**src/rtl/buzzer_pkg.sv**
```systemverilog
// rtl/buzzer_pkg.sv - shared types and constants for the buzzer output stage
package buzzer_pkg;

    localparam int PWM_BITS = 8;
    localparam int ENV_MAX  = 255;

    typedef enum logic [2:0] {
        ST_IDLE    = 3'd0,
        ST_ATTACK  = 3'd1,
        ST_DECAY   = 3'd2,
        ST_SUSTAIN = 3'd3,
        ST_RELEASE = 3'd4
    } env_state_t;

endpackage

```
**src/rtl/buzzer_pwm.sv**
```systemverilog
// rtl/buzzer_pwm.sv - free-running PWM with duty reloaded only at period wrap
module buzzer_pwm
    import buzzer_pkg::*;
(
    input  logic                clk,
    input  logic                rst,
    input  logic [PWM_BITS-1:0] pending_duty,
    output logic                pwm_out
);

    localparam logic [PWM_BITS-1:0] CNT_LAST = {PWM_BITS{1'b1}};

    logic [PWM_BITS-1:0] cnt;
    logic [PWM_BITS-1:0] duty;

    // Counter, wrap-synchronous duty reload (keeps periods glitch-free), registered compare
    always_ff @(posedge clk or posedge rst) begin
        if (rst) begin
            cnt     <= '0;
            duty    <= '0;
            pwm_out <= 1'b0;
        end else begin
            cnt     <= cnt + 1'b1;
            if (cnt == CNT_LAST) begin
                duty <= pending_duty;
            end
            pwm_out <= (cnt < duty);
        end
    end

endmodule

```
**src/rtl/buzzer_env_pwm.sv**
```systemverilog
// rtl/buzzer_env_pwm.sv - gated ADSR envelope, volume scaling and PWM buzzer drive
module buzzer_env_pwm
    import buzzer_pkg::*;
#(
    parameter int ENV_DIV = 64
)(
    input  logic        clk,
    input  logic        rst,
    input  logic [15:0] sample_in,
    input  logic        sample_valid,
    input  logic        gate,
    input  logic [7:0]  attack_rate,
    input  logic [7:0]  decay_rate,
    input  logic [7:0]  sustain_level,
    input  logic [7:0]  release_rate,
    input  logic [7:0]  volume,
    output logic        pwm_out,
    output logic [7:0]  env_level,
    output logic [2:0]  env_state,
    output logic        busy
);

    localparam logic [15:0] DIV_LAST = 16'(ENV_DIV - 1);
    localparam logic [8:0]  ENV_TOP  = 9'(ENV_MAX);

    env_state_t  state;
    logic [15:0] presc;
    logic        gate_d;
    logic        tick;
    logic        gate_rise;
    logic        gate_fall;
    logic [8:0]  att_sum;
    logic [8:0]  dec_diff;
    logic [8:0]  rel_diff;
    logic [15:0] prod_env;
    logic [15:0] prod_vol;
    logic [7:0]  pending_duty;
    logic        unused_lsbs;

    assign tick      = sample_valid && (presc == DIV_LAST);
    assign gate_rise = gate & ~gate_d;
    assign gate_fall = ~gate & gate_d;

    // Bit 8 of the differences flags an underflow below zero
    assign att_sum  = {1'b0, env_level} + {1'b0, attack_rate};
    assign dec_diff = {1'b0, env_level} - {1'b0, decay_rate};
    assign rel_diff = {1'b0, env_level} - {1'b0, release_rate};

    // Two 8x8 multiplies, each keeping the top byte
    assign prod_env = sample_in[15:8] * env_level;
    assign prod_vol = prod_env[15:8] * volume;

    assign unused_lsbs = ^{sample_in[7:0], prod_env[7:0], prod_vol[7:0]};

    assign env_state = state;
    assign busy      = (state != ST_IDLE);

    // Envelope tick prescaler counting sample strobes
    always_ff @(posedge clk or posedge rst) begin
        if (rst) begin
            presc <= '0;
        end else if (sample_valid) begin
            presc <= (presc == DIV_LAST) ? 16'd0 : presc + 16'd1;
        end
    end

    // Scaled sample captured on each strobe, using the envelope from before the strobe
    always_ff @(posedge clk or posedge rst) begin
        if (rst) begin
            pending_duty <= '0;
        end else if (sample_valid) begin
            pending_duty <= prod_vol[15:8];
        end
    end

    // Envelope FSM: gate edges take priority over the tick update
    always_ff @(posedge clk or posedge rst) begin
        if (rst) begin
            gate_d    <= 1'b0;
            state     <= ST_IDLE;
            env_level <= '0;
        end else begin
            gate_d <= gate;
            if (gate_rise) begin
                state <= ST_ATTACK;
            end else if (gate_fall && (state == ST_ATTACK || state == ST_DECAY ||
                                       state == ST_SUSTAIN)) begin
                state <= ST_RELEASE;
            end else if (tick) begin
                case (state)
                    ST_ATTACK: begin
                        if (attack_rate == 8'd0 || att_sum >= ENV_TOP) begin
                            env_level <= ENV_TOP[7:0];
                            state     <= ST_DECAY;
                        end else begin
                            env_level <= att_sum[7:0];
                        end
                    end
                    ST_DECAY: begin
                        if (decay_rate == 8'd0 || dec_diff[8] || dec_diff[7:0] <= sustain_level) begin
                            env_level <= sustain_level;
                            state     <= ST_SUSTAIN;
                        end else begin
                            env_level <= dec_diff[7:0];
                        end
                    end
                    ST_SUSTAIN: begin
                        env_level <= sustain_level;
                    end
                    ST_RELEASE: begin
                        if (release_rate == 8'd0 || rel_diff[8] || rel_diff[7:0] == 8'd0) begin
                            env_level <= 8'd0;
                            state     <= ST_IDLE;
                        end else begin
                            env_level <= rel_diff[7:0];
                        end
                    end
                    default: begin
                        env_level <= 8'd0;
                    end
                endcase
            end
        end
    end

    buzzer_pwm u_pwm (
        .clk          (clk),
        .rst          (rst),
        .pending_duty (pending_duty),
        .pwm_out      (pwm_out)
    );

endmodule

```
**config.mk**
```make
export PLATFORM = sky130hd
export DESIGN_NAME = buzzer_env_pwm
export DESIGN_NICKNAME = d
export VERILOG_FILES = /design/src/rtl/buzzer_pkg.sv /design/src/rtl/buzzer_pwm.sv /design/src/rtl/buzzer_env_pwm.sv
export SDC_FILE = /design/constraint.sdc
export NUM_CORES = 1
export LEC_CHECK = 0
export CAP_MARGIN = 40
export CORE_ASPECT_RATIO = 1.75
export CORE_MARGIN = 1
export CORE_UTILIZATION = 45
export CTS_BUF_LIST = sky130_fd_sc_hd__clkbuf_16
export DETAILED_ROUTE_END_ITERATION = 10
export PLACE_DENSITY = 0.63
export SYNTH_ARGS = -nofsm -noshare
export SYNTH_HDL_FRONTEND = slang
export SYNTH_SLANG_ARGS = --single-unit
```
**constraint.sdc**
```tcl
create_clock -name clk -period 10.96 [get_ports clk]
set_input_delay 2.192 -clock clk [delete_from_list [all_inputs] [get_ports clk]]
set_output_delay 2.192 -clock clk [all_outputs]
set_load 0.1 [all_outputs]
```
Yosys cells after proc, flatten, opt, wreduce, memory -nomap -nowiden

Cells that the tools add are included.

Add/subtract/negate cells: 5
Multiply operators: 2
Order comparisons: 3
Equal/unequal tests: 9
Muxes and demuxes: 12
Bitwise logic cells: 6
Reductions and logical operators: 18

Operators with widths:

| kind                                                                                 | count |
|---|---|
| 8-bit zero test                                                                      | 4 |
| 8-bit by 8-bit multiplier with 16-bit output                                         | 2 |
| 8-bit case mux with 4 select lines                                                   | 1 |
| 8-bit 2-to-1 mux                                                                     | 3 |
| 3-bit 2-to-1 mux                                                                     | 6 |
| 8-bit by 8-bit subtractor with 9-bit output                                          | 2 |
| 16-bit by 1-bit adder with 16-bit output (second input constant)                     | 1 |
| 16-bit by 6-bit == test with 1-bit output (second input constant)                    | 1 |
| 16-bit 2-to-1 mux                                                                    | 1 |
| 8-bit by 8-bit adder with 9-bit output                                               | 1 |
| 9-bit by 8-bit greater-or-equal comparator with 1-bit output (second input constant) | 1 |
| 3-bit case mux with 3 select lines                                                   | 1 |
| 8-bit by 1-bit adder with 8-bit output (second input constant)                       | 1 |
| 8-bit == test (second input constant)                                                | 1 |
| 8-bit less-or-equal comparator                                                       | 1 |
| 8-bit less-than comparator                                                           | 1 |
| 4-bit by 2-bit inequality test with 1-bit output (second input constant)             | 2 |
| 1-bit logical OR                                                                     | 7 |
| 3-bit by 2-bit == test with 1-bit output (second input constant)                     | 2 |
| 3-bit nonzero test                                                                   | 2 |
| 5-bit AND reduction                                                                  | 1 |
| 5-bit nonzero test                                                                   | 1 |
| 4-bit inequality test (second input constant)                                        | 1 |
| 1-bit NOT                                                                            | 4 |
| other kinds (5)                                                                      | 7 |

Flip-flop bits (word level): 53
Output and inout port bits: 13
Word-level logic and storage cells: 63

Depth between registers and ports, before layout

Depth after elaboration: 8
Gate-level depth with buffers: 34

Hierarchy

Synthesis repeated with hierarchy kept, for this count alone.

Cell total of the unflattened synthesis: 870
Area, all modules: 7831.3 um2

Modules (own cells, without submodules):

| module         | instances | cells each | area each (um2) |
|---|---|---|---|
| buzzer_env_pwm | 1         | 801        | 6956.7 |
| buzzer_pwm     | 1         | 69         | 874.6 |

Least setup slack after synthesis

OpenSTA, ideal clock, no wires.

Path type: input -> register
Start point: input port sample_in[9]
End point: register pending_duty[5]
Setup time: 0.125 ns
Arrival time: 10.043 ns
Slack: 0.793 ns
Stages on the path: 30
Path buffers: 0
Path through: nand2_1 > fa_1 > fa_1 > inv_1 > fa_1 > fa_1 > ha_1 > nor3_1 > o211a_1 > a211oi_2 > or2_2 > o21a_1 > nor2_1 > xnor2_1 > and2_1 > fa_1 > fa_1 > fa_1 > inv_1 > fa_1 > inv_1 > ha_1 > a21o_1 > a21o_1 > a221o_1 > a31oi_2 > nor2_1 > a2111oi_0 > nor2_1 > mux2_2

Word-level cells in the longest chain between the ends: 2

Ends and longest elaborated chain:

| what                                         | line                 | source |
|---|---|---|
| start, declared                              | buzzer_env_pwm.sv:9  | `input logic [15:0] sample_in,` |
| 8-bit by 8-bit multiplier with 16-bit output | buzzer_env_pwm.sv:50 | `assign prod_env = sample_in[15:8] * env_level;` |
| 8-bit by 8-bit multiplier with 16-bit output | buzzer_env_pwm.sv:51 | `assign prod_vol = prod_env[15:8] * volume;` |
| end signal, assigned                         | buzzer_env_pwm.sv:72 | `pending_duty <= prod_vol[15:8];` |
| end, declared                                | buzzer_env_pwm.sv:37 | `logic [7:0] pending_duty;` |

Every way passes these cells.
A chain may end at the register's enable or synchronous reset.

Worst setup path after layout

Start point: input port sample_in[8]
End point: register pending_duty[5]

Same word-level chain as after synthesis.

==> qor.yml <==
fin_crit_sh_pct: 96.7
globalplace.congestion: 0.973
synth_edf_count: 0
wirelength_um: 18400
p_per_area_nw_per_um2: 69.5
clock_power_share_pct: 24.6
path_max_fanout: 3
cts_tree: "yes"
synthCells: 833
wl_per_cell_um: 15.6
vias: 6192
skew_ps: 7.82
synth_area_um2: 7690
ant_nets: 0
power.total_w: 0.000648
grt_use_met2_pct: 47.6
htree_levels: 2
num-nets-final: 1194
synth-main-ff-cell: "dfrtp_1"
cts_root_buffer: "clkbuf_16"
drv_slew: 0
final_cell_mix: "inv_1 (113), ha_1 (107), and2_1 (96), fa_1 (73), clkdlybuf4s50_1 (59)"
antenna_found_initial: 0
outcome: "completed"
clk_pin_slew_ps: 70
critical_path.top_delay_family: "adder cells"
p_seq_share_pct: 35.9
io_buffers: 64
synth_cell_types: 69
cts_sinks: 53
syn_nets: 1073
cp-end-kind: "flop"
cp_slowest_cell: "fa_1"
grt_overflow_total: 0
grt_max_degree: 54
switching_share_pct: 36.3
worst_slew_pin_slew_ps: 674
start_kind: "primary input"
synth-seq-cells: 53
grt_pass1_wl_um: 31500
drcViolationCount: 0
die-area_um2: 17600
track_usage_pct: 23.0
postSynth.asyncResetShare_pct: 100
hpwlAfterDp_um: 15700
min-delay-path-class: "reg -> reg"
required_ps: 11130
fin_hold_ws_ps: 482
grt_pass1_vias: 6887
grt.busiest_layer: "met2"
ioPinCount: 73
yosys_warnings: 0
critPathMaxStageDelay_ps: 560
final_core_util_pct: 56.4
worst_path_most_repeated_cell: "fa_1"
synth-seq-area-share_pct: 17.2
worstPathArrival_ps: 10770
setup_viol: 0
max-slew-margin-rel_pct: 55.1
fmax_mhz: 94.4
p_comb_share_pct: 39.5
use_met3_pct: 1.88
use_met1_pct: 21.2
clock_latency_ps: 290
start_util_pct: 46.5
post-route-min-period_ps: 10600
fp.dieH_um: 175
cts.path.max_buffers: 2
antennaDiodeCount: 0
finalWorstSetupSlack_ps: 364
die_w_um: 101
dr.pass1.iters: 4
postCtsSetupBuffers: 0
final_common_cell: "inv_1"
hold_viol: 0
detail_route.vias_per_cell: 5.25
ir_drop_v: 0.0000813
rsz0062_at_grt: "no"
synth_largest_area_cell: "fa_1"
drt_iter0_markers: 100
maxCapViolations: 0
core_um2: 16500
place_ws_ps: -226
cts_buffers: 5
synth_area_leaders: "fa_1 (19%), ha_1 (17%), dfrtp_1 (17%)"
synth_top_area_share_pct: 19.0
area_growth_pct: 21.1
power.internal_w: 0.000413
leakagePower_nw: 4.92
switchingPower_w: 0.000235
crit_type: "in -> reg"
drive_above_1_share_pct: 10.4
syn_area_per_cell_um2: 9.23
crit_buf_inv: 7
rows: 62
==> logic make-up (layout without fill, tap and decap cells) <==
family,Yosys count,count (layout),share of synthesized area (%)
AND/OR/NAND/NOR,290,290,20.6
adder cells (fa/ha/maj),180,180,36.4
AO/OA/AOI/OAI,123,123,11.9
buffers and inverters,122,244,5.96
flip-flops,53,53,17.2
XOR/XNOR,51,51,5.91
multiplexers,14,14,1.92
==> synth_stat cells, types with 5 or more instances <==
cell	n
nor2b_1	13
nor2_1	45
o21a_1	6
a21oi_1	22
xor2_1	17
ha_1	107
nand2_1	56
clkbuf_1	8
nand2b_1	9
a21o_1	16
and2_1	96
fa_1	73
inv_1	114
xnor2_1	33
and3_1	7
mux2_2	6
mux2i_1	8
nand4_1	6
nor4_1	10
nand3_1	17
or3_1	5
nor3_1	9
dfrtp_1	53
o21ai_0	27
==> state kept, by name, indices dropped and copies added (netlist names) <==
name	cells
u_pwm.pwm_out	1
pending_duty	8
presc	16
u_pwm.duty	8
gate_d	1
u_pwm.cnt	8
env_level	8
env_state	3
==> worst reg2reg max path: cells and delay by family, from the launching register on <==
family / cells / cell delay, ps
AO/OA/AOI/OAI: 6 / 1520
flip-flops: 1 / 740
buffers and inverters: 6 / 570
adder cells (fa/ha/maj): 10 / 4840
multiplexers: 1 / 270
AND/OR/NAND/NOR: 7 / 840
XOR/XNOR: 1 / 120
==> routing by layer <==
| layer | vias up | routed length (um) |
|---|---|---|
| li1 | 3045 | - |
| met1 | 2977 | 6240 |
| met2 | 116 | 10700 |
| met3 | 54 | 387 |
| met4 | 0 | 1070 |
| met5 | - | 0 |
==> worst paths after layout <==
path	startpoint	end	slack, ps	cells past startpoint
worst max-delay path	sample_in[8]	pending_duty[5]	360	32
worst min-delay path	presc[15]	presc[15]	480	1
worst max register to register	env_level[7]	pending_duty[5]	1930	31
worst min register to register	presc[15]	presc[15]	480	1
max in group asynchronous	rst	pending_duty[3]	8130	3
min in group asynchronous	rst	u_pwm.cnt[4]	2400	3
==> what timing repair did <==
item | in CTS | in global routing
setup endpoints to repair | 0 | 6
gates resized for setup | 0 | 11
hold buffers | 0 | 0
==> power groups by stage <==
stage	clock network [W]	logic (W)	registers [W]
after floorplan	0	0.000148	0.000242
after global placement	0	0.000243	0.000236
after detailed placement	0	0.000258	0.000236
after CTS	0.000163	0.000259	0.000233
after global routing	0.000173	0.000286	0.000235
final	0.000159	0.000256	0.000233
==> layout make-up <==
type                            instances  area, um2
Multi-Input combinational cell        658       5940
Clock buffer                            5        125
Clock inverter                          3       21.3
Fill cell                            1553       7210
Timing Repair Buffer                  122       1200
Inverter                              114        428
Sequential cell                        53       1330
Tap cell                              224        280
==> metrics by stage <==
step / setup TNS [ps] / instance area [um2] / cells
after detailed placement: -511 / 9130 / 1171
after CTS: 0 / 9270 / 1179
after floorplan: 0 / 7690 / 833
after global placement: -138 / 8920 / 1158
final: 0 / 9320 / 1179
after global routing: 0 / 9320 / 1179
Power figures use the tool's default switching activity.
